**config.mk**
```make
export PLATFORM = sky130hd
export DESIGN_NAME = fmrv32im_alu_mc
export DESIGN_NICKNAME = d
export VERILOG_FILES = /design/src/rtl/fmrv32im_alu_pkg.sv /design/src/rtl/fmrv32im_alu_shifter.sv /design/src/rtl/fmrv32im_alu_mc.sv
export SDC_FILE = /design/constraint.sdc
export NUM_CORES = 1
export LEC_CHECK = 0
export ABC_AREA = 0
export BUFFER_PORTS_ARGS = -buffer_cell sky130_fd_sc_hd__buf_4
export CORE_ASPECT_RATIO = 0.7
export CORE_MARGIN = 3
export CORE_UTILIZATION = 30
export CTS_BUF_LIST = sky130_fd_sc_hd__clkbuf_8
export CTS_CLUSTER_DIAMETER = 200
export DETAILED_ROUTE_END_ITERATION = 8
export PLACE_DENSITY_LB_ADDON = 0.08
export SLEW_MARGIN = 0
export SYNTH_ARGS = -nofsm -noshare
export SYNTH_HDL_FRONTEND = slang
export SYNTH_SLANG_ARGS = --single-unit
```
**constraint.sdc**
```tcl
create_clock -name CLK -period 3.36 [get_ports CLK]
set_clock_uncertainty 0.2 [all_clocks]
set_input_delay 0.168 -clock CLK [delete_from_list [all_inputs] [get_ports CLK]]
set_output_delay 0.168 -clock CLK [all_outputs]
set_load 0.005 [all_outputs]
```
**src/rtl/fmrv32im_alu_pkg.sv**
```systemverilog
// Shared opcode encodings, FSM state type and helpers for the fmrv32im multi-cycle ALU.
// Optional feature macro used by the ALU: FMRV_ALU_MINMAX_EN (MIN/MAX/MINU/MAXU support).
package fmrv32im_alu_pkg;

  localparam int ALU_OP_W = 5;

  localparam logic [ALU_OP_W-1:0] ALU_OP_ADD  = 5'd0;
  localparam logic [ALU_OP_W-1:0] ALU_OP_SUB  = 5'd1;
  localparam logic [ALU_OP_W-1:0] ALU_OP_SLL  = 5'd2;
  localparam logic [ALU_OP_W-1:0] ALU_OP_SLT  = 5'd3;
  localparam logic [ALU_OP_W-1:0] ALU_OP_SLTU = 5'd4;
  localparam logic [ALU_OP_W-1:0] ALU_OP_XOR  = 5'd5;
  localparam logic [ALU_OP_W-1:0] ALU_OP_SRL  = 5'd6;
  localparam logic [ALU_OP_W-1:0] ALU_OP_SRA  = 5'd7;
  localparam logic [ALU_OP_W-1:0] ALU_OP_OR   = 5'd8;
  localparam logic [ALU_OP_W-1:0] ALU_OP_AND  = 5'd9;
  localparam logic [ALU_OP_W-1:0] ALU_OP_EQ   = 5'd10;
  localparam logic [ALU_OP_W-1:0] ALU_OP_NE   = 5'd11;
  localparam logic [ALU_OP_W-1:0] ALU_OP_GE   = 5'd12;
  localparam logic [ALU_OP_W-1:0] ALU_OP_GEU  = 5'd13;
  localparam logic [ALU_OP_W-1:0] ALU_OP_MIN  = 5'd16;
  localparam logic [ALU_OP_W-1:0] ALU_OP_MAX  = 5'd17;
  localparam logic [ALU_OP_W-1:0] ALU_OP_MINU = 5'd18;
  localparam logic [ALU_OP_W-1:0] ALU_OP_MAXU = 5'd19;

  typedef enum logic {
    ST_IDLE,
    ST_SHIFT
  } alu_state_e;

  function automatic logic is_shift_op(input logic [ALU_OP_W-1:0] op);
    return (op == ALU_OP_SLL) || (op == ALU_OP_SRL) || (op == ALU_OP_SRA);
  endfunction

  function automatic int shamt_w(input int xlen);
    return $clog2(xlen);
  endfunction

endpackage

```
**src/rtl/fmrv32im_alu_shifter.sv**
```systemverilog
// Iterative shift datapath: shifts at most SHIFT_STEP bits per step, starting either from a
// freshly offered operand (load) or from the working register (advance).
module fmrv32im_alu_shifter
  import fmrv32im_alu_pkg::*;
#(
  parameter int XLEN       = 32,
  parameter int SHIFT_STEP = 8,
  localparam int SW        = shamt_w(XLEN)
) (
  input  logic            clk,
  input  logic            rst,
  input  logic            load,
  input  logic            advance,
  input  logic [XLEN-1:0] load_a,
  input  logic [SW-1:0]   load_shamt,
  input  logic            load_left,
  input  logic            load_arith,
  output logic [XLEN-1:0] value,
  output logic            done
);

  localparam logic [SW:0] STEP = (SW+1)'(SHIFT_STEP);

  logic [XLEN-1:0] work;
  logic [SW-1:0]   rem;
  logic            left_q;
  logic            arith_q;

  logic [XLEN-1:0] src;
  logic [SW-1:0]   src_rem;
  logic            src_left;
  logic            src_arith;
  logic [SW:0]     step;
  logic [SW-1:0]   next_rem;

  // The step taken this cycle is min(remaining, SHIFT_STEP); done means nothing is left after it.
  always_comb begin
    src       = load ? load_a     : work;
    src_rem   = load ? load_shamt : rem;
    src_left  = load ? load_left  : left_q;
    src_arith = load ? load_arith : arith_q;
    step      = ({1'b0, src_rem} > STEP) ? STEP : {1'b0, src_rem};
    next_rem  = src_rem - step[SW-1:0];
    if (src_left) begin
      value = src << step;
    end else if (src_arith) begin
      value = $unsigned($signed(src) >>> step);
    end else begin
      value = src >> step;
    end
    done = (next_rem == '0);
  end

  always_ff @(posedge clk) begin
    if (rst) begin
      work    <= '0;
      rem     <= '0;
      left_q  <= 1'b0;
      arith_q <= 1'b0;
    end else if (load || advance) begin
      work <= value;
      rem  <= next_rem;
      if (load) begin
        left_q  <= load_left;
        arith_q <= load_arith;
      end
    end
  end

endmodule

```
**src/rtl/fmrv32im_alu_mc.sv**
```systemverilog
// Handshaked execute-stage ALU with iterative shifts and a registered, stall-holding output.
// Define FMRV_ALU_MINMAX_EN to build the MIN/MAX/MINU/MAXU operations; otherwise they are illegal.
module fmrv32im_alu_mc
  import fmrv32im_alu_pkg::*;
#(
  parameter int XLEN       = 32,
  parameter int SHIFT_STEP = 8,
  parameter int TAG_W      = 5
) (
  input  logic                CLK,
  input  logic                RST,
  input  logic                IN_VALID,
  output logic                IN_READY,
  input  logic [ALU_OP_W-1:0] IN_OP,
  input  logic [XLEN-1:0]     IN_A,
  input  logic [XLEN-1:0]     IN_B,
  input  logic [TAG_W-1:0]    IN_TAG,
  output logic                OUT_VALID,
  input  logic                OUT_READY,
  output logic [XLEN-1:0]     OUT_RSLT,
  output logic [TAG_W-1:0]    OUT_TAG,
  output logic                OUT_ILLEGAL
);

  localparam int SW = shamt_w(XLEN);

  alu_state_e state, next_state;

  logic             out_valid;
  logic [XLEN-1:0]  out_rslt;
  logic [TAG_W-1:0] out_tag;
  logic             out_illegal;
  logic [TAG_W-1:0] pend_tag;

  logic             out_free;
  logic             accept;
  logic             load_out;
  logic             shift_load;
  logic             shift_adv;
  logic [XLEN-1:0]  shift_value;
  logic             shift_done;
  logic             lt_s;
  logic             lt_u;
  logic [XLEN-1:0]  alu_rslt;
  logic             alu_illegal;
  logic [XLEN-1:0]  nxt_rslt;
  logic             nxt_illegal;
  logic [TAG_W-1:0] nxt_tag;

  assign out_free = !out_valid || OUT_READY;
  assign IN_READY = (state == ST_IDLE) && out_free;
  assign accept   = IN_VALID && IN_READY;
  assign lt_s     = $signed(IN_A) < $signed(IN_B);
  assign lt_u     = IN_A < IN_B;

  fmrv32im_alu_shifter #(
    .XLEN       (XLEN),
    .SHIFT_STEP (SHIFT_STEP)
  ) u_shifter (
    .clk        (CLK),
    .rst        (RST),
    .load       (shift_load),
    .advance    (shift_adv),
    .load_a     (IN_A),
    .load_shamt (IN_B[SW-1:0]),
    .load_left  (IN_OP == ALU_OP_SLL),
    .load_arith (IN_OP == ALU_OP_SRA),
    .value      (shift_value),
    .done       (shift_done)
  );

  // Shift ops report the shifter's first step so short shifts complete at accept like any other op.
  always_comb begin
    alu_rslt    = '0;
    alu_illegal = 1'b0;
    case (IN_OP)
      ALU_OP_ADD:  alu_rslt = IN_A + IN_B;
      ALU_OP_SUB:  alu_rslt = IN_A - IN_B;
      ALU_OP_SLT:  alu_rslt = XLEN'(lt_s);
      ALU_OP_SLTU: alu_rslt = XLEN'(lt_u);
      ALU_OP_XOR:  alu_rslt = IN_A ^ IN_B;
      ALU_OP_OR:   alu_rslt = IN_A | IN_B;
      ALU_OP_AND:  alu_rslt = IN_A & IN_B;
      ALU_OP_EQ:   alu_rslt = XLEN'(IN_A == IN_B);
      ALU_OP_NE:   alu_rslt = XLEN'(IN_A != IN_B);
      ALU_OP_GE:   alu_rslt = XLEN'(!lt_s);
      ALU_OP_GEU:  alu_rslt = XLEN'(!lt_u);
      ALU_OP_SLL,
      ALU_OP_SRL,
      ALU_OP_SRA:  alu_rslt = shift_value;
`ifdef FMRV_ALU_MINMAX_EN
      ALU_OP_MIN:  alu_rslt = lt_s ? IN_A : IN_B;
      ALU_OP_MAX:  alu_rslt = lt_s ? IN_B : IN_A;
      ALU_OP_MINU: alu_rslt = lt_u ? IN_A : IN_B;
      ALU_OP_MAXU: alu_rslt = lt_u ? IN_B : IN_A;
`endif
      default:     alu_illegal = 1'b1;
    endcase
  end

  always_ff @(posedge CLK) begin
    if (RST) begin
      state <= ST_IDLE;
    end else begin
      state <= next_state;
    end
  end

  // A finished shift waits in SHIFT, holding its value, until the output register is free.
  always_comb begin
    next_state  = state;
    load_out    = 1'b0;
    shift_load  = 1'b0;
    shift_adv   = 1'b0;
    nxt_rslt    = alu_rslt;
    nxt_illegal = alu_illegal;
    nxt_tag     = IN_TAG;
    case (state)
      ST_IDLE: begin
        if (accept) begin
          if (is_shift_op(IN_OP)) begin
            shift_load = 1'b1;
            if (shift_done) begin
              load_out = 1'b1;
            end else begin
              next_state = ST_SHIFT;
            end
          end else begin
            load_out = 1'b1;
          end
        end
      end
      ST_SHIFT: begin
        shift_adv   = 1'b1;
        nxt_rslt    = shift_value;
        nxt_illegal = 1'b0;
        nxt_tag     = pend_tag;
        if (shift_done && out_free) begin
          load_out   = 1'b1;
          next_state = ST_IDLE;
        end
      end
      default: next_state = ST_IDLE;
    endcase
  end

  always_ff @(posedge CLK) begin
    if (RST) begin
      out_valid   <= 1'b0;
      out_rslt    <= '0;
      out_tag     <= '0;
      out_illegal <= 1'b0;
      pend_tag    <= '0;
    end else begin
      if (accept) begin
        pend_tag <= IN_TAG;
      end
      if (load_out) begin
        out_valid   <= 1'b1;
        out_rslt    <= nxt_rslt;
        out_tag     <= nxt_tag;
        out_illegal <= nxt_illegal;
      end else if (OUT_READY) begin
        out_valid <= 1'b0;
      end
    end
  end

  assign OUT_VALID   = out_valid;
  assign OUT_RSLT    = out_rslt;
  assign OUT_TAG     = out_tag;
  assign OUT_ILLEGAL = out_illegal;

endmodule

```
==> impl_results.html, run 1 <==
<table>
<tr><th>Metric</th><th>Value</th></tr>
<tr><th colspan="2">Routing</th></tr>
<tr><td>DRC violation count after routing</td><td>0</td></tr>
<tr><td>Detailed-routing iteration count for the pre-antenna-repair pass</td><td>6</td></tr>
<tr><td>Mean routed wirelength per cell</td><td>26.1 µm</td></tr>
<tr><td>Via total after detailed routing</td><td>17.7k</td></tr>
<tr><td>Average vias per placed instance</td><td>5.89</td></tr>
<tr><td>Residual antenna-violating net count after detailed routing</td><td>0</td></tr>
<tr><td>Detailed Route Iter0 Violations</td><td>2181</td></tr>
<tr><td>DRT Wirelength</td><td>78.6 mm</td></tr>
<tr><th colspan="2">Synth</th></tr>
<tr><td>Library cell with the highest instance count after synthesis</td><td>nand2_1</td></tr>
<tr><td>Leading register cell type out of synthesis</td><td>dfxtp_1</td></tr>
<tr><td>Cell variety after synth</td><td>98</td></tr>
<tr><td>Top-area cell type share of the netlist area</td><td>12.7%</td></tr>
<tr><td>Yosys warning count</td><td>0</td></tr>
<tr><td>Top cells by area, synth</td><td>dfxtp_1 (13%), ha_1 (9.2%), o21ai_0 (6.0%)</td></tr>
<tr><td>Syn_nets</td><td>2115</td></tr>
<tr><td>Sequential cell area fraction in the yosys report</td><td>12.7%</td></tr>
<tr><td>EDFF count, synth</td><td>0</td></tr>
<tr><td>Synth top cells by count</td><td>nand2_1 (196), nor2_1 (192), o21ai_0 (158)</td></tr>
<tr><td>Syn Area/Cell</td><td>6.81 µm²</td></tr>
<tr><td>Total standard cell area after synthesis</td><td>13200 µm²</td></tr>
<tr><td>Gate Count Post-Synth</td><td>1938</td></tr>
<tr><td>Cell type contributing the most total cell area after synthesis</td><td>dfxtp_1</td></tr>
<tr><td>Async SR Flop Fraction</td><td>0%</td></tr>
<tr><td>Post-synthesis sequential element count</td><td>84</td></tr>
<tr><th colspan="2">Global routing</th></tr>
<tr><td>Fraction of met3 tracks used by global routing</td><td>6.05%</td></tr>
<tr><td>Wire length of the first global-routing pass</td><td>114 mm</td></tr>
<tr><td>Antenna violations before repair</td><td>0</td></tr>
<tr><td>Via count of the first global-routing pass</td><td>16.5k</td></tr>
<tr><td>GRT Total Usage</td><td>32.6%</td></tr>
<tr><td>Layer with the highest usage after global routing</td><td>met1</td></tr>
<tr><td>Met1 Use GR</td><td>49.7%</td></tr>
<tr><td>Total congestion overflow</td><td>0</td></tr>
<tr><td>Maximum number of pins on one net before global-route repair</td><td>41</td></tr>
<tr><td>Met2 layer usage reported by global route</td><td>46.2%</td></tr>
<tr><th colspan="2">CTS</th></tr>
<tr><td>Count of clock tree sinks</td><td>84</td></tr>
<tr><td>Max Buffers Root-to-Sink</td><td>2</td></tr>
<tr><td>TritonCTS buffer count</td><td>9</td></tr>
<tr><td>Deepest level of the CTS H-tree</td><td>3</td></tr>
<tr><td>Clock edge transition at the registers on the reported setup and hold paths</td><td>0.10 ns</td></tr>
<tr><td>TritonCTS clock tree</td><td>done</td></tr>
<tr><td>Cell at the root of the clock tree</td><td>clkbuf_8</td></tr>
<tr><td>Insertion delay of the later-clocked pin in the worst-skew pair</td><td>0.45 ns</td></tr>
<tr><th colspan="2">Final layout</th></tr>
<tr><td>Final antenna diode count</td><td>0</td></tr>
<tr><td>Final Util</td><td>43.7%</td></tr>
<tr><td>Total area of multi-input combinational cells</td><td>10700 µm²</td></tr>
<tr><td>Area growth from synthesis to final layout</td><td>41.9%</td></tr>
<tr><td>Net count, final</td><td>2599</td></tr>
<tr><td>Number of fill cells in the layout</td><td>4542</td></tr>
<tr><td>Seq. cell area</td><td>1680 µm²</td></tr>
<tr><td>Proportion of layout cells with a drive suffix above 1</td><td>30.9%</td></tr>
<tr><th colspan="2">Floorplanning</th></tr>
<tr><td>Number of rows in the core area</td><td>63</td></tr>
<tr><td>Core Region</td><td>42900 µm²</td></tr>
<tr><td>X dimension of the die</td><td>257 µm</td></tr>
<tr><td>Y dimension of the die</td><td>181 µm</td></tr>
<tr><td>Overall die area</td><td>46600 µm²</td></tr>
<tr><td>Initial standard-cell utilization of the core</td><td>30.8%</td></tr>
<tr><td>I/O pin cnt</td><td>118</td></tr>
<tr><th colspan="2">Worst setup path</th></tr>
<tr><td>Highest cell delay on the worst timing path</td><td>0.40 ns</td></tr>
<tr><td>Critical Path Start</td><td>OUT_VALID$_SDFFE_PP0P_</td></tr>
<tr><td>Critical path start-end classification</td><td>flop to flop</td></tr>
<tr><td>Setup slack of the most critical reg-to-reg path</td><td>0.04 ns</td></tr>
<tr><td>Chain of cells forming the critical path</td><td>nand2b_4, nand3_2, buf_12, o211ai_1, and2_1, ha_1, inv_1, o2111a_2, o2111ai_4, a21oi_4, nand3_2, a32oi_1, buf_4, a221oi_2, o31ai_1</td></tr>
<tr><td>Max Fanout on Critical Path</td><td>15</td></tr>
<tr><td>Data required time of the worst path</td><td>3.52 ns</td></tr>
<tr><td>Critical path's slowest cell</td><td>dfxtp_1</td></tr>
<tr><td>Arrival time of data at the critical path endpoint</td><td>3.47 ns</td></tr>
<tr><td>Worst Reg2Reg Path Length in Cells</td><td>15</td></tr>
<tr><td>Reg-to-Reg Start</td><td>OUT_VALID$_SDFFE_PP0P_</td></tr>
<tr><td>Startpoint types</td><td>flop</td></tr>
<tr><td>Cell type with the highest occurrence count on the critical path</td><td>nand3_2</td></tr>
<tr><td>Endpoint class of the critical path</td><td>flop</td></tr>
<tr><th colspan="2">Run</th></tr>
<tr><td>Max-cap violations</td><td>0</td></tr>
<tr><th colspan="2">Power</th></tr>
<tr><td>Maximum vdd ir drop</td><td>206 µV</td></tr>
<tr><td>Power per Cell Area</td><td>247 nW/µm²</td></tr>
<tr><td>Static Leak</td><td>8.23 nW</td></tr>
<tr><td>Sum of internal, switching and leakage power</td><td>4.62 mW</td></tr>
<tr><th colspan="2">Placed design</th></tr>
<tr><td>Last weighted congestion value of the routability-driven placer</td><td>0.978</td></tr>
<tr><td>Post-Place Setup Slack</td><td>-0.369 ns</td></tr>
<tr><td>Port Buf Inserts</td><td>117</td></tr>
<tr><td>HPWL after DPL</td><td>64.6 mm</td></tr>
<tr><th colspan="2">Worst hold path</th></tr>
<tr><td>Worst hold stages</td><td>4</td></tr>
<tr><td>Hold Crit Class</td><td>input port to flop</td></tr>
<tr><td>Startpoint of the most critical hold path</td><td>IN_B[4]</td></tr>
<tr><th colspan="2">Outcome</th></tr>
<tr><td>Status</td><td>finished, final reports clean</td></tr>
<tr><th colspan="2">Timing</th></tr>
<tr><td>Actual transition at the worst max-transition pin</td><td>0.883 ns</td></tr>
<tr><td>Final setup vio count</td><td>0</td></tr>
<tr><td>Setup repair after global routing missed its margin</td><td>true</td></tr>
<tr><td>Worst Slack Setup Final</td><td>0.0434 ns</td></tr>
<tr><td>Hold violation total from the final report</td><td>0</td></tr>
<tr><td>Clock period minus final worst setup slack</td><td>3.32 ns</td></tr>
<tr><td>Slew Limit Fails</td><td>0</td></tr>
<tr><td>Slew HR</td><td>40.9%</td></tr>
<tr><td>Top achievable clock speed</td><td>302 MHz</td></tr>
<tr><td>Part of the cycle the worst path needs</td><td>98.7%</td></tr>
</table>
==> sequential cells by signal, indices dropped and copies added (netlist names), 5 cells and up <==
register,cells
OUT_RSLT,32
u_shifter.work,32
OUT_TAG,5
pend_tag,5
u_shifter.rem,5
==> metrics by stage <==
stage	instances	setup TNS (ns)	area [µm²]	hold slack, ns
2_1_floorplan	1938	0	13200	0.104
4_1_cts	3004	0	18500	0.00746
6_report	3012	0	18700	0.0374
5_1_grt	3012	-0.423	18700	0.0432
3_5_place_dp	2979	-9.19	18100	0.236
3_3_place_gp	2979	-7.54	18100	0.228
==> layer usage <==
| layer | wire [µm] | up-vias |
|---|---|---|
| met4 | 2100 | 0 |
| met3 | 7430 | 98 |
| met5 | 0 | - |
| met2 | 31400 | 904 |
| met1 | 37700 | 8551 |
| li1 | - | 8182 |
==> timing repair <==
action	CTS	global route
hold buffers	9	0
buffers inserted	0	6
pin swaps	0	11
gates cloned	0	2
endpoints found under the setup margin	31	36
endpoints found under the hold margin	25	0
gates resized for setup	21	35
==> worst paths after layout <==
kind / endpoint
hold / removal: u_shifter.rem[3]$_SDFFE_PP0P_
setup / recovery: OUT_RSLT[28]$_SDFFE_PP0P_
hold reg to reg: pend_tag[4]$_SDFFE_PP0P_
setup reg to reg: OUT_RSLT[28]$_SDFFE_PP0P_
==> layout make-up <==
| cell class | instances | area share [%] |
|---|---|---|
| Multi-Input combinational cell | 1597 | 57.0 |
| Timing Repair Buffer | 628 | 26.9 |
| Sequential cell | 84 | 9.00 |
| Tap cell | 585 | 3.91 |
| Inverter | 102 | 2.05 |
| Clock buffer | 9 | 0.662 |
| Clock inverter | 7 | 0.434 |
==> worst max-delay path: cells and delay by family (launching register included) <==
kind / cells / cell delay [ns]
adders and majority gates: 1 / 0.17
buffers and inverters: 3 / 0.48
AOI/OAI and AO/OA: 7 / 1.31
and+or+nand+nor: 4 / 0.65
DFF: 1 / 0.40
==> kinds of logic (layout without fill, tap and decap cells) <==
kind of cell    Yosys count  after routing  share of synthesized area, %
compound gates          709            709                          36.3
other cells               1              1                        0.0284
buf+inv                 259            746                          8.34
simple gates            681            683                          24.5
flops                    84             84                          12.7
mux                      90             90                          7.60
xor+xnor                 15             15                         0.996
fa+ha+maj                99             99                          9.50
==> cell usage in the layout (no fill, tap or decap), drive strengths merged, types with 11 or more instances in the layout <==
| cell | n |
|---|---|
| a21oi | 150 |
| o211a | 11 |
| a211o | 11 |
| and3 | 17 |
| a221oi | 19 |
| xnor2 | 11 |
| nand4 | 21 |
| nor4 | 23 |
| o31ai | 29 |
| and2 | 11 |
| a31oi | 29 |
| a32oi | 11 |
| a22oi | 21 |
| a221o | 11 |
| o22ai | 19 |
| dfxtp | 84 |
| mux2 | 21 |
| nand3 | 67 |
| nor2b | 17 |
| o211ai | 51 |
| ha | 97 |
| nand2b | 19 |
| o21bai | 15 |
| nor2 | 197 |
| or3 | 16 |
| a21o | 23 |
| mux2i | 64 |
| a211oi | 43 |
| nor3 | 77 |
| nand2 | 200 |
| inv | 107 |
| o21ai | 169 |
| buf | 619 |
==> where the power goes <==
| group | internal, mW | switching, mW | leakage (nW) | total (mW) |
|---|---|---|---|---|
| combinational | 1.11 | 1.51 | 7.44 | 2.62 |
| sequential | 1.05 | 0.0586 | 0.684 | 1.10 |
| clock | 0.359 | 0.537 | 0.107 | 0.896 |
| total | 2.52 | 2.10 | 8.23 | 4.62 |
Note: power is estimated with default switching activity, not from simulation.
==> inputs of run 2 (changes only) <==
--- a/config.mk
+++ b/config.mk
@@ -6,13 +6,13 @@
 export NUM_CORES = 1
 export LEC_CHECK = 0
 export ABC_AREA = 0
-export BUFFER_PORTS_ARGS = -buffer_cell sky130_fd_sc_hd__buf_4
 export CORE_ASPECT_RATIO = 0.7
 export CORE_MARGIN = 3
 export CORE_UTILIZATION = 30
 export CTS_BUF_LIST = sky130_fd_sc_hd__clkbuf_8
 export CTS_CLUSTER_DIAMETER = 200
 export DETAILED_ROUTE_END_ITERATION = 8
+export DONT_BUFFER_PORTS = 1
 export PLACE_DENSITY_LB_ADDON = 0.08
 export SLEW_MARGIN = 0
 export SYNTH_ARGS = -nofsm -noshare
==> run 2 against run 1 <==
  * The run now ends with hold timing left
  * First-iteration DRC count increased by 5.5%
  * Critical path depth decreased by 1
  * Cell area decreased by 8.1%
  * Combinational power decreased by 11%
  * Via count decreased by 3.4%
  * Core utilization decreased by 3.5 points
  * Die area unchanged
  * Sequential share of layout area increased by 0.78 points
  * Flip-flop and latch count unchanged
  * Largest power group unchanged
==> impl_results.html, run 2 (synthesized netlist as in run 1, its figures left out) <==
<table>
<tr><th>Metric</th><th>Value</th></tr>
<tr><th colspan="2">Outcome</th></tr>
<tr><td>Status</td><td>complete, but fails checks</td></tr>
<tr><td>Violations in the final reports</td><td>hold timing</td></tr>
<tr><th colspan="2">CTS</th></tr>
<tr><td>Max Buffers Root-to-Sink</td><td>2 (unchanged)</td></tr>
<tr><td>Hold-fix buffers at CTS</td><td>21 (+12)</td></tr>
<tr><td>TritonCTS buffer count</td><td>9 (unchanged)</td></tr>
<tr><td>Deepest level of the CTS H-tree</td><td>3 (unchanged)</td></tr>
<tr><td>Count of clock tree sinks</td><td>84 (unchanged)</td></tr>
<tr><td>Clock edge transition at the registers on the reported setup and hold paths</td><td>0.11 ns (about the same)</td></tr>
<tr><td>TritonCTS clock tree</td><td>done</td></tr>
<tr><td>Insertion delay of the later-clocked pin in the worst-skew pair</td><td>0.46 ns (about the same)</td></tr>
<tr><td>Cell at the root of the clock tree</td><td>clkbuf_8</td></tr>
<tr><th colspan="2">Routing</th></tr>
<tr><td>DRT Wirelength</td><td>77.1 mm (-1.9%)</td></tr>
<tr><td>Residual antenna-violating net count after detailed routing</td><td>0 (unchanged)</td></tr>
<tr><td>Average vias per placed instance</td><td>6.10 (+3.6%)</td></tr>
<tr><td>Detailed-routing iteration count for the pre-antenna-repair pass</td><td>6 (unchanged)</td></tr>
<tr><td>Via total after detailed routing</td><td>17.1k (-3.4%)</td></tr>
<tr><td>Mean routed wirelength per cell</td><td>27.5 µm (+5.3%)</td></tr>
<tr><td>DRC violation count after routing</td><td>0 (unchanged)</td></tr>
<tr><td>Detailed Route Iter0 Violations</td><td>2302 (+5.5%)</td></tr>
<tr><th colspan="2">Power</th></tr>
<tr><td>Static Leak</td><td>7.23 nW (-12%)</td></tr>
<tr><td>Maximum vdd ir drop</td><td>165 µV (-20%)</td></tr>
<tr><td>Sum of internal, switching and leakage power</td><td>4.43 mW (-4.2%)</td></tr>
<tr><td>Power per Cell Area</td><td>257 nW/µm² (+4.2%)</td></tr>
<tr><th colspan="2">Worst setup path</th></tr>
<tr><td>Worst path top cell family by delay</td><td>compound AO/OA/AOI/OAI gates</td></tr>
<tr><td>Worst Reg2Reg Path Length in Cells</td><td>14 (-1)</td></tr>
<tr><td>Chain of cells forming the critical path</td><td>buf_4, nor3b_4, buf_12, buf_6, mux2i_1, a21oi_1, a21oi_1, buf_4, nor3_1, a2111o_1, a211o_1, a221o_1, a31oi_1, o21ai_1</td></tr>
<tr><td>Critical path's slowest cell</td><td>a2111o_1</td></tr>
<tr><td>Startpoint types</td><td>flop</td></tr>
<tr><td>Path length in cells of the critical path</td><td>14 (-1)</td></tr>
<tr><td>Data required time of the worst path</td><td>3.50 ns (-0.02 ns)</td></tr>
<tr><td>Endpoint class of the critical path</td><td>flop</td></tr>
<tr><td>Highest cell delay on the worst timing path</td><td>0.38 ns (-0.02 ns)</td></tr>
<tr><td>Critical path buffers and inverters</td><td>4 (+1)</td></tr>
<tr><td>Arrival time of data at the critical path endpoint</td><td>3.44 ns (-0.03 ns)</td></tr>
<tr><td>Max Fanout on Critical Path</td><td>9 (-6)</td></tr>
<tr><td>Critical path start-end classification</td><td>flop to flop</td></tr>
<tr><td>Setup slack of the most critical reg-to-reg path</td><td>0.06 ns (about the same)</td></tr>
<tr><th colspan="2">Final layout</th></tr>
<tr><td>Total area of multi-input combinational cells</td><td>10600 µm² (-0.61%)</td></tr>
<tr><td>Net count, final</td><td>2394 (-7.9%)</td></tr>
<tr><td>Area growth from synthesis to final layout</td><td>30.4%</td></tr>
<tr><td>Post-Layout Cell Count</td><td>2808 (-6.8%)</td></tr>
<tr><td>Highest-count cells in the layout ignoring fill and taps</td><td>buf_4 (377), nand2_1 (194), nor2_1 (186)</td></tr>
<tr><td>Most common cell after layout, fill and taps aside</td><td>buf_4</td></tr>
<tr><td>Final Util</td><td>40.1% (-3.5 points)</td></tr>
<tr><td>Seq. cell area</td><td>1680 µm² (-0.15%)</td></tr>
<tr><td>Proportion of layout cells with a drive suffix above 1</td><td>23.8% (-7.1 points)</td></tr>
<tr><td>Number of fill cells in the layout</td><td>4662 (+2.6%)</td></tr>
<tr><th colspan="2">Global routing</th></tr>
<tr><td>Wire length of the first global-routing pass</td><td>111 mm (-2.7%)</td></tr>
<tr><td>Maximum number of pins on one net before global-route repair</td><td>66 (+61%)</td></tr>
<tr><td>Total congestion overflow</td><td>0 (unchanged)</td></tr>
<tr><td>GRT Total Usage</td><td>31.8% (-0.74 points)</td></tr>
<tr><td>Via count of the first global-routing pass</td><td>15.9k (-4.0%)</td></tr>
<tr><td>Antenna violations before repair</td><td>0 (unchanged)</td></tr>
<tr><th colspan="2">Timing</th></tr>
<tr><td>Setup repair after global routing missed its margin</td><td>true</td></tr>
<tr><td>Actual transition at the worst max-transition pin</td><td>1.19 ns (+0.307 ns)</td></tr>
<tr><td>Top achievable clock speed</td><td>303 MHz (+0.35%)</td></tr>
<tr><td>Hold violation total from the final report</td><td>53 (+53)</td></tr>
<tr><td>Slew Limit Fails</td><td>0 (unchanged)</td></tr>
<tr><td>Part of the cycle the worst path needs</td><td>98.4% (-0.35 points)</td></tr>
<tr><td>WHS</td><td>-0.413 ns (-0.450 ns)</td></tr>
<tr><td>Final setup vio count</td><td>0 (unchanged)</td></tr>
<tr><td>Clock period minus final worst setup slack</td><td>3.30 ns (-0.0116 ns)</td></tr>
<tr><td>Slew HR</td><td>20.4% (-21 points)</td></tr>
<tr><th colspan="2">Worst hold path</th></tr>
<tr><td>Hold Crit Class</td><td>input port to flop</td></tr>
<tr><td>Worst hold stages</td><td>1 (-3)</td></tr>
<tr><th colspan="2">Placed design</th></tr>
<tr><td>Port Buf Inserts</td><td>0 (-100%)</td></tr>
<tr><td>HPWL after DPL</td><td>62.5 mm (-3.1%)</td></tr>
<tr><td>Total placed cells including tap cells</td><td>2760 (-7.4%)</td></tr>
<tr><td>Last weighted congestion value of the routability-driven placer</td><td>1.02 (+4.1%)</td></tr>
<tr><th colspan="2">Floorplanning</th></tr>
<tr><td>I/O pin cnt</td><td>118 (unchanged)</td></tr>
<tr><td>Initial standard-cell utilization of the core</td><td>30.8% (unchanged)</td></tr>
<tr><td>Number of rows in the core area</td><td>63 (unchanged)</td></tr>
<tr><td>Y dimension of the die</td><td>181 µm (unchanged)</td></tr>
<tr><td>Core Region</td><td>42900 µm² (unchanged)</td></tr>
<tr><td>X dimension of the die</td><td>257 µm (unchanged)</td></tr>
<tr><td>Overall die area</td><td>46600 µm² (unchanged)</td></tr>
<tr><th colspan="2">Run</th></tr>
<tr><td>Max-cap violations</td><td>0 (unchanged)</td></tr>
</table>
==> run 2: layout make-up <==
type	instances	area share, %
sequential	84	9.77
clock inverter	6	0.596
antenna	1	0.0145
timing repair buffer	425	20.7
multi-input combinational	1595	61.7
tap	585	4.25
clock buffer	10	0.800
inverter	102	2.22
==> run 2: worst paths after layout <==
kind,from,to
setup reg to reg,u_shifter.rem[3]$_SDFFE_PP0P_,OUT_RSLT[29]$_SDFFE_PP0P_
hold reg to reg,OUT_RSLT[1]$_SDFFE_PP0P_,OUT_RSLT[1]$_SDFFE_PP0P_
hold / removal,RST,OUT_RSLT[1]$_SDFFE_PP0P_
setup / recovery,u_shifter.rem[3]$_SDFFE_PP0P_,OUT_RSLT[29]$_SDFFE_PP0P_
==> run 2: worst register-to-register path, cell delays in order, from the launching register on <==
cell and delay, ns:
dfxtp_1 0.34, buf_4 0.15, nor3b_4 0.23, buf_12 0.16, buf_6 0.15, mux2i_1 0.20, a21oi_1 0.06, a21oi_1 0.17
buf_4 0.15, nor3_1 0.04, a2111o_1 0.38, a211o_1 0.37, a221o_1 0.37, a31oi_1 0.16, o21ai_1 0.08
==> run 2: metal layers <==
| metal | track usage (%) | up-vias | wire length (µm) |
|---|---|---|---|
| met1 | 47.9 | 8320 | 36400 |
| met3 | 5.86 | 85 | 7480 |
| met4 | 6.55 | 0 | 1560 |
| met2 | 46.9 | 951 | 31600 |
| li1 | - | 7773 | - |
| met5 | 0 | - | 0 |
==> run 2: power breakdown <==
part           switching (mW)  total [mW]  internal [mW]
sequential             0.0629        1.11           1.05
combinational            1.36        2.34          0.981
clock                   0.520       0.976          0.456
total                    1.94        4.43           2.48
==> run 2: through the flow <==
| step | instance area, µm² | worst slack [ns] | TNS [ns] |
|---|---|---|---|
| after global routing | 17200 | -0.0348 | -0.107 |
| final | 17200 | 0.0550 | 0 |
| after CTS | 17000 | 0.0126 | 0 |
| after detailed placement | 16500 | -0.266 | -1.71 |
| after floorplan | 13200 | 0.230 | 0 |
| after global placement | 16500 | -0.301 | -0.931 |
==> run 2: timing repair <==
item	4_1_cts	5_1_grt
hold endpoints to repair	75	54
pin swaps	1	12
setup buffers	0	10
endpoints found under the setup margin	25	41
gates resized for setup	8	28
==> inputs of run 3 (changes only) <==
==> constraint.sdc (replaced) <==
create_clock -name CLK -period 3.36 [get_ports CLK]
set_clock_uncertainty 0.2 [all_clocks]
set_input_delay 0.336 -clock CLK [delete_from_list [all_inputs] [get_ports CLK]]
set_output_delay 0.336 -clock CLK [all_outputs]
set_load 0.005 [all_outputs]
==> run 3 against run 2 <==
  * The run still ends with hold timing left
  * Hold slack better by 0.18 ns
  * Flip-flop and latch count is the same
  * First-iteration DRC count is 13% lower
  * Critical path depth fell by 3
  * Wire length increased by 1.7%
  * Power increased by 0.64%
  * Die area is the same
  * Clock-buffer cell count is 1 lower
  * Largest power group unchanged
  * Register-to-register slack hardly changed
  * Sequential share of layout area fell by 0.43 points
  * Clock power is 9.2% lower
==> impl_results.html, run 3 (synthesized netlist as in run 1, its figures left out) <==
<table>
<tr><th>Metric</th><th>Value</th></tr>
<tr><th colspan="2">Global routing</th></tr>
<tr><td>Via count of the first global-routing pass</td><td>16.3k (+2.6%)</td></tr>
<tr><td>Maximum number of pins on one net before global-route repair</td><td>85 (+29%)</td></tr>
<tr><td>Wire length of the first global-routing pass</td><td>112 mm (+1.2%)</td></tr>
<tr><td>GRT Total Usage</td><td>32.4% (+0.52 points)</td></tr>
<tr><td>Total congestion overflow</td><td>0 (unchanged)</td></tr>
<tr><td>Antenna violations before repair</td><td>3 (+3)</td></tr>
<tr><th colspan="2">Worst setup path</th></tr>
<tr><td>Startpoint types</td><td>flop</td></tr>
<tr><td>Chain of cells forming the critical path</td><td>nand2b_4, and3_2, buf_12, nand2_4, buf_4, o31ai_1, a32oi_1, mux2i_1, a221o_1, nor2_1, nor3_1</td></tr>
<tr><td>Highest cell delay on the worst timing path</td><td>0.92 ns (+0.54 ns)</td></tr>
<tr><td>Endpoint class of the critical path</td><td>flop</td></tr>
<tr><td>Critical Path Start</td><td>OUT_VALID$_SDFFE_PP0P_</td></tr>
<tr><td>Arrival time of data at the critical path endpoint</td><td>3.46 ns (+0.02 ns)</td></tr>
<tr><td>Reg-to-Reg Start</td><td>OUT_VALID$_SDFFE_PP0P_</td></tr>
<tr><td>Data required time of the worst path</td><td>3.52 ns (+0.02 ns)</td></tr>
<tr><td>Critical path start-end classification</td><td>flop to flop</td></tr>
<tr><td>Critical path's slowest cell</td><td>o31ai_1</td></tr>
<tr><td>Max Fanout on Critical Path</td><td>12 (+3)</td></tr>
<tr><td>Worst Reg2Reg Path Length in Cells</td><td>11 (-3)</td></tr>
<tr><th colspan="2">Routing</th></tr>
<tr><td>DRC violation count after routing</td><td>0 (unchanged)</td></tr>
<tr><td>Mean routed wirelength per cell</td><td>27.1 µm (-1.3%)</td></tr>
<tr><td>Detailed Route Iter0 Violations</td><td>1992 (-13%)</td></tr>
<tr><td>Detailed-routing iteration count for the pre-antenna-repair pass</td><td>5 (-1)</td></tr>
<tr><td>Average vias per placed instance</td><td>5.98 (-2.0%)</td></tr>
<tr><td>DRT Wirelength</td><td>78.4 mm (+1.7%)</td></tr>
<tr><td>Residual antenna-violating net count after detailed routing</td><td>0 (unchanged)</td></tr>
<tr><td>Via total after detailed routing</td><td>17.3k (+1.1%)</td></tr>
<tr><th colspan="2">Power</th></tr>
<tr><td>Maximum vdd ir drop</td><td>207 µV (+25%)</td></tr>
<tr><td>Sum of internal, switching and leakage power</td><td>4.45 mW (+0.64%)</td></tr>
<tr><td>Static Leak</td><td>7.71 nW (+6.7%)</td></tr>
<tr><td>Power per Cell Area</td><td>247 nW/µm² (-3.9%)</td></tr>
<tr><th colspan="2">Placed design</th></tr>
<tr><td>Port Buf Inserts</td><td>0 (unchanged)</td></tr>
<tr><td>Post-Place Setup Slack</td><td>-0.349 ns (-0.0835 ns)</td></tr>
<tr><td>Last weighted congestion value of the routability-driven placer</td><td>0.962 (-5.6%)</td></tr>
<tr><td>HPWL after DPL</td><td>64.4 mm (+3.0%)</td></tr>
<tr><td>Placed standard-cell area</td><td>17200 µm² (+4.3%)</td></tr>
<tr><th colspan="2">Floorplanning</th></tr>
<tr><td>Overall die area</td><td>46600 µm² (unchanged)</td></tr>
<tr><td>Number of rows in the core area</td><td>63 (unchanged)</td></tr>
<tr><td>Initial standard-cell utilization of the core</td><td>30.8% (unchanged)</td></tr>
<tr><td>X dimension of the die</td><td>257 µm (unchanged)</td></tr>
<tr><td>Y dimension of the die</td><td>181 µm (unchanged)</td></tr>
<tr><td>I/O pin cnt</td><td>118 (unchanged)</td></tr>
<tr><td>Core Region</td><td>42900 µm² (unchanged)</td></tr>
<tr><th colspan="2">Timing</th></tr>
<tr><td>Setup repair after global routing missed its margin</td><td>true</td></tr>
<tr><td>Final setup vio count</td><td>0 (unchanged)</td></tr>
<tr><td>Top achievable clock speed</td><td>303 MHz (about the same)</td></tr>
<tr><td>Slew HR</td><td>21.9% (+1.5 points)</td></tr>
<tr><td>Part of the cycle the worst path needs</td><td>98.3% (about the same)</td></tr>
<tr><td>Worst Slack Setup Final</td><td>0.0572 ns (+0.00213 ns)</td></tr>
<tr><td>WHS</td><td>-0.236 ns (+0.177 ns)</td></tr>
<tr><td>Slew Limit Fails</td><td>0 (unchanged)</td></tr>
<tr><td>Hold violation total from the final report</td><td>41 (-23%)</td></tr>
<tr><td>Actual transition at the worst max-transition pin</td><td>1.16 ns (-0.0284 ns)</td></tr>
<tr><td>Clock period minus final worst setup slack</td><td>3.30 ns (-0.00213 ns)</td></tr>
<tr><th colspan="2">Final layout</th></tr>
<tr><td>Area of all placed cells without fillers</td><td>18000 µm² (+4.8%)</td></tr>
<tr><td>Most common cell after layout, fill and taps aside</td><td>buf_4</td></tr>
<tr><td>Highest-count cells in the layout ignoring fill and taps</td><td>buf_4 (461), nand2_1 (194), nor2_1 (185)</td></tr>
<tr><td>Net count, final</td><td>2481 (+3.6%)</td></tr>
<tr><td>Number of fill cells in the layout</td><td>4634 (-0.60%)</td></tr>
<tr><td>Proportion of layout cells with a drive suffix above 1</td><td>27.8% (+4.0 points)</td></tr>
<tr><td>Area growth from synthesis to final layout</td><td>36.7%</td></tr>
<tr><th colspan="2">CTS</th></tr>
<tr><td>Deepest level of the CTS H-tree</td><td>3 (unchanged)</td></tr>
<tr><td>Insertion delay of the later-clocked pin in the worst-skew pair</td><td>0.44 ns (-0.02 ns)</td></tr>
<tr><td>Hold-fix buffers at CTS</td><td>18 (-14%)</td></tr>
<tr><td>Cell at the root of the clock tree</td><td>clkbuf_8</td></tr>
<tr><td>TritonCTS clock tree</td><td>done</td></tr>
<tr><td>TritonCTS buffer count</td><td>9 (unchanged)</td></tr>
<tr><td>Count of clock tree sinks</td><td>84 (unchanged)</td></tr>
<tr><td>Max Buffers Root-to-Sink</td><td>2 (unchanged)</td></tr>
<tr><td>Clock edge transition at the registers on the reported setup and hold paths</td><td>0.11 ns (about the same)</td></tr>
<tr><th colspan="2">Outcome</th></tr>
<tr><td>Status</td><td>complete, but fails checks</td></tr>
<tr><td>Violations in the final reports</td><td>hold timing</td></tr>
<tr><th colspan="2">Worst hold path</th></tr>
<tr><td>Worst hold stages</td><td>1 (unchanged)</td></tr>
<tr><td>Hold Crit Class</td><td>input port to flop</td></tr>
<tr><td>Startpoint of the most critical hold path</td><td>RST</td></tr>
<tr><th colspan="2">Run</th></tr>
<tr><td>Max-cap violations</td><td>0 (unchanged)</td></tr>
</table>
-- run 3: repair_timing --
| item | 4_1_cts | 5_1_grt |
|---|---|---|
| pin swaps | 2 | 18 |
| setup endpoints to repair | 33 | 47 |
| gates resized for setup | 15 | 67 |
| buffers inserted | 1 | 5 |
| hold endpoints to repair | 57 | 41 |
| cloned | 0 | 1 |
-- run 3: critical path, delay by kind of cell (launching register included) --
kind                   cells  cell delay, ns
buffers and inverters      2            0.35
and+or+nand+nor            5            0.62
muxes                      1            0.22
AOI/OAI and AO/OA          3            1.46
DFF                        1            0.35
-- run 3: final timing paths --
path / endpoint / slack [ns]
hold / removal: OUT_VALID$_SDFFE_PP0P_ / -0.24
setup / recovery: u_shifter.work[27]$_SDFFE_PP0P_ / 0.06
setup reg to reg: u_shifter.work[27]$_SDFFE_PP0P_ / 0.06
hold reg to reg: OUT_RSLT[1]$_SDFFE_PP0P_ / 0.29
-- run 3: per-layer routing --
layer / track usage, % / share of wire [%] / vias to the layer above
met5: 0 / 0.034 / -
met4: 9.47 / 3.0 / 4
met3: 8.14 / 9.8 / 100
met2: 46.8 / 40 / 832
met1: 46.9 / 47 / 8417
li1: - / - / 7960
-- run 3: layout make-up --
class	count	area, µm²	share of cell area [%]
antenna	1	2.50	0.0139
multi-input combinational	1596	10800	59.8
timing repair buffer	511	4240	23.5
clock buffer	9	124	0.687
sequential	84	1680	9.34
inverter	102	383	2.12
tap	585	732	4.06
clock inverter	7	81.3	0.451
-- run 3: power by group --
| part | leakage [nW] | switching [mW] | internal [mW] |
|---|---|---|---|
| sequential | 0.684 | 0.0647 | 1.05 |
| clock | 0.107 | 0.529 | 0.358 |
| combinational | 6.92 | 1.40 | 1.06 |
-- run 3: per-stage QoR --
stage | util [%] | instances | TNS [ns]
finish | 42.0 | 2895 | 0
global route | 42.0 | 2894 | -0.0178
CTS | 41.3 | 2888 | 0
detailed placement | 40.2 | 2853 | -7.31
global placement | 40.2 | 2853 | -5.83
floorplan | - | 1938 | 0
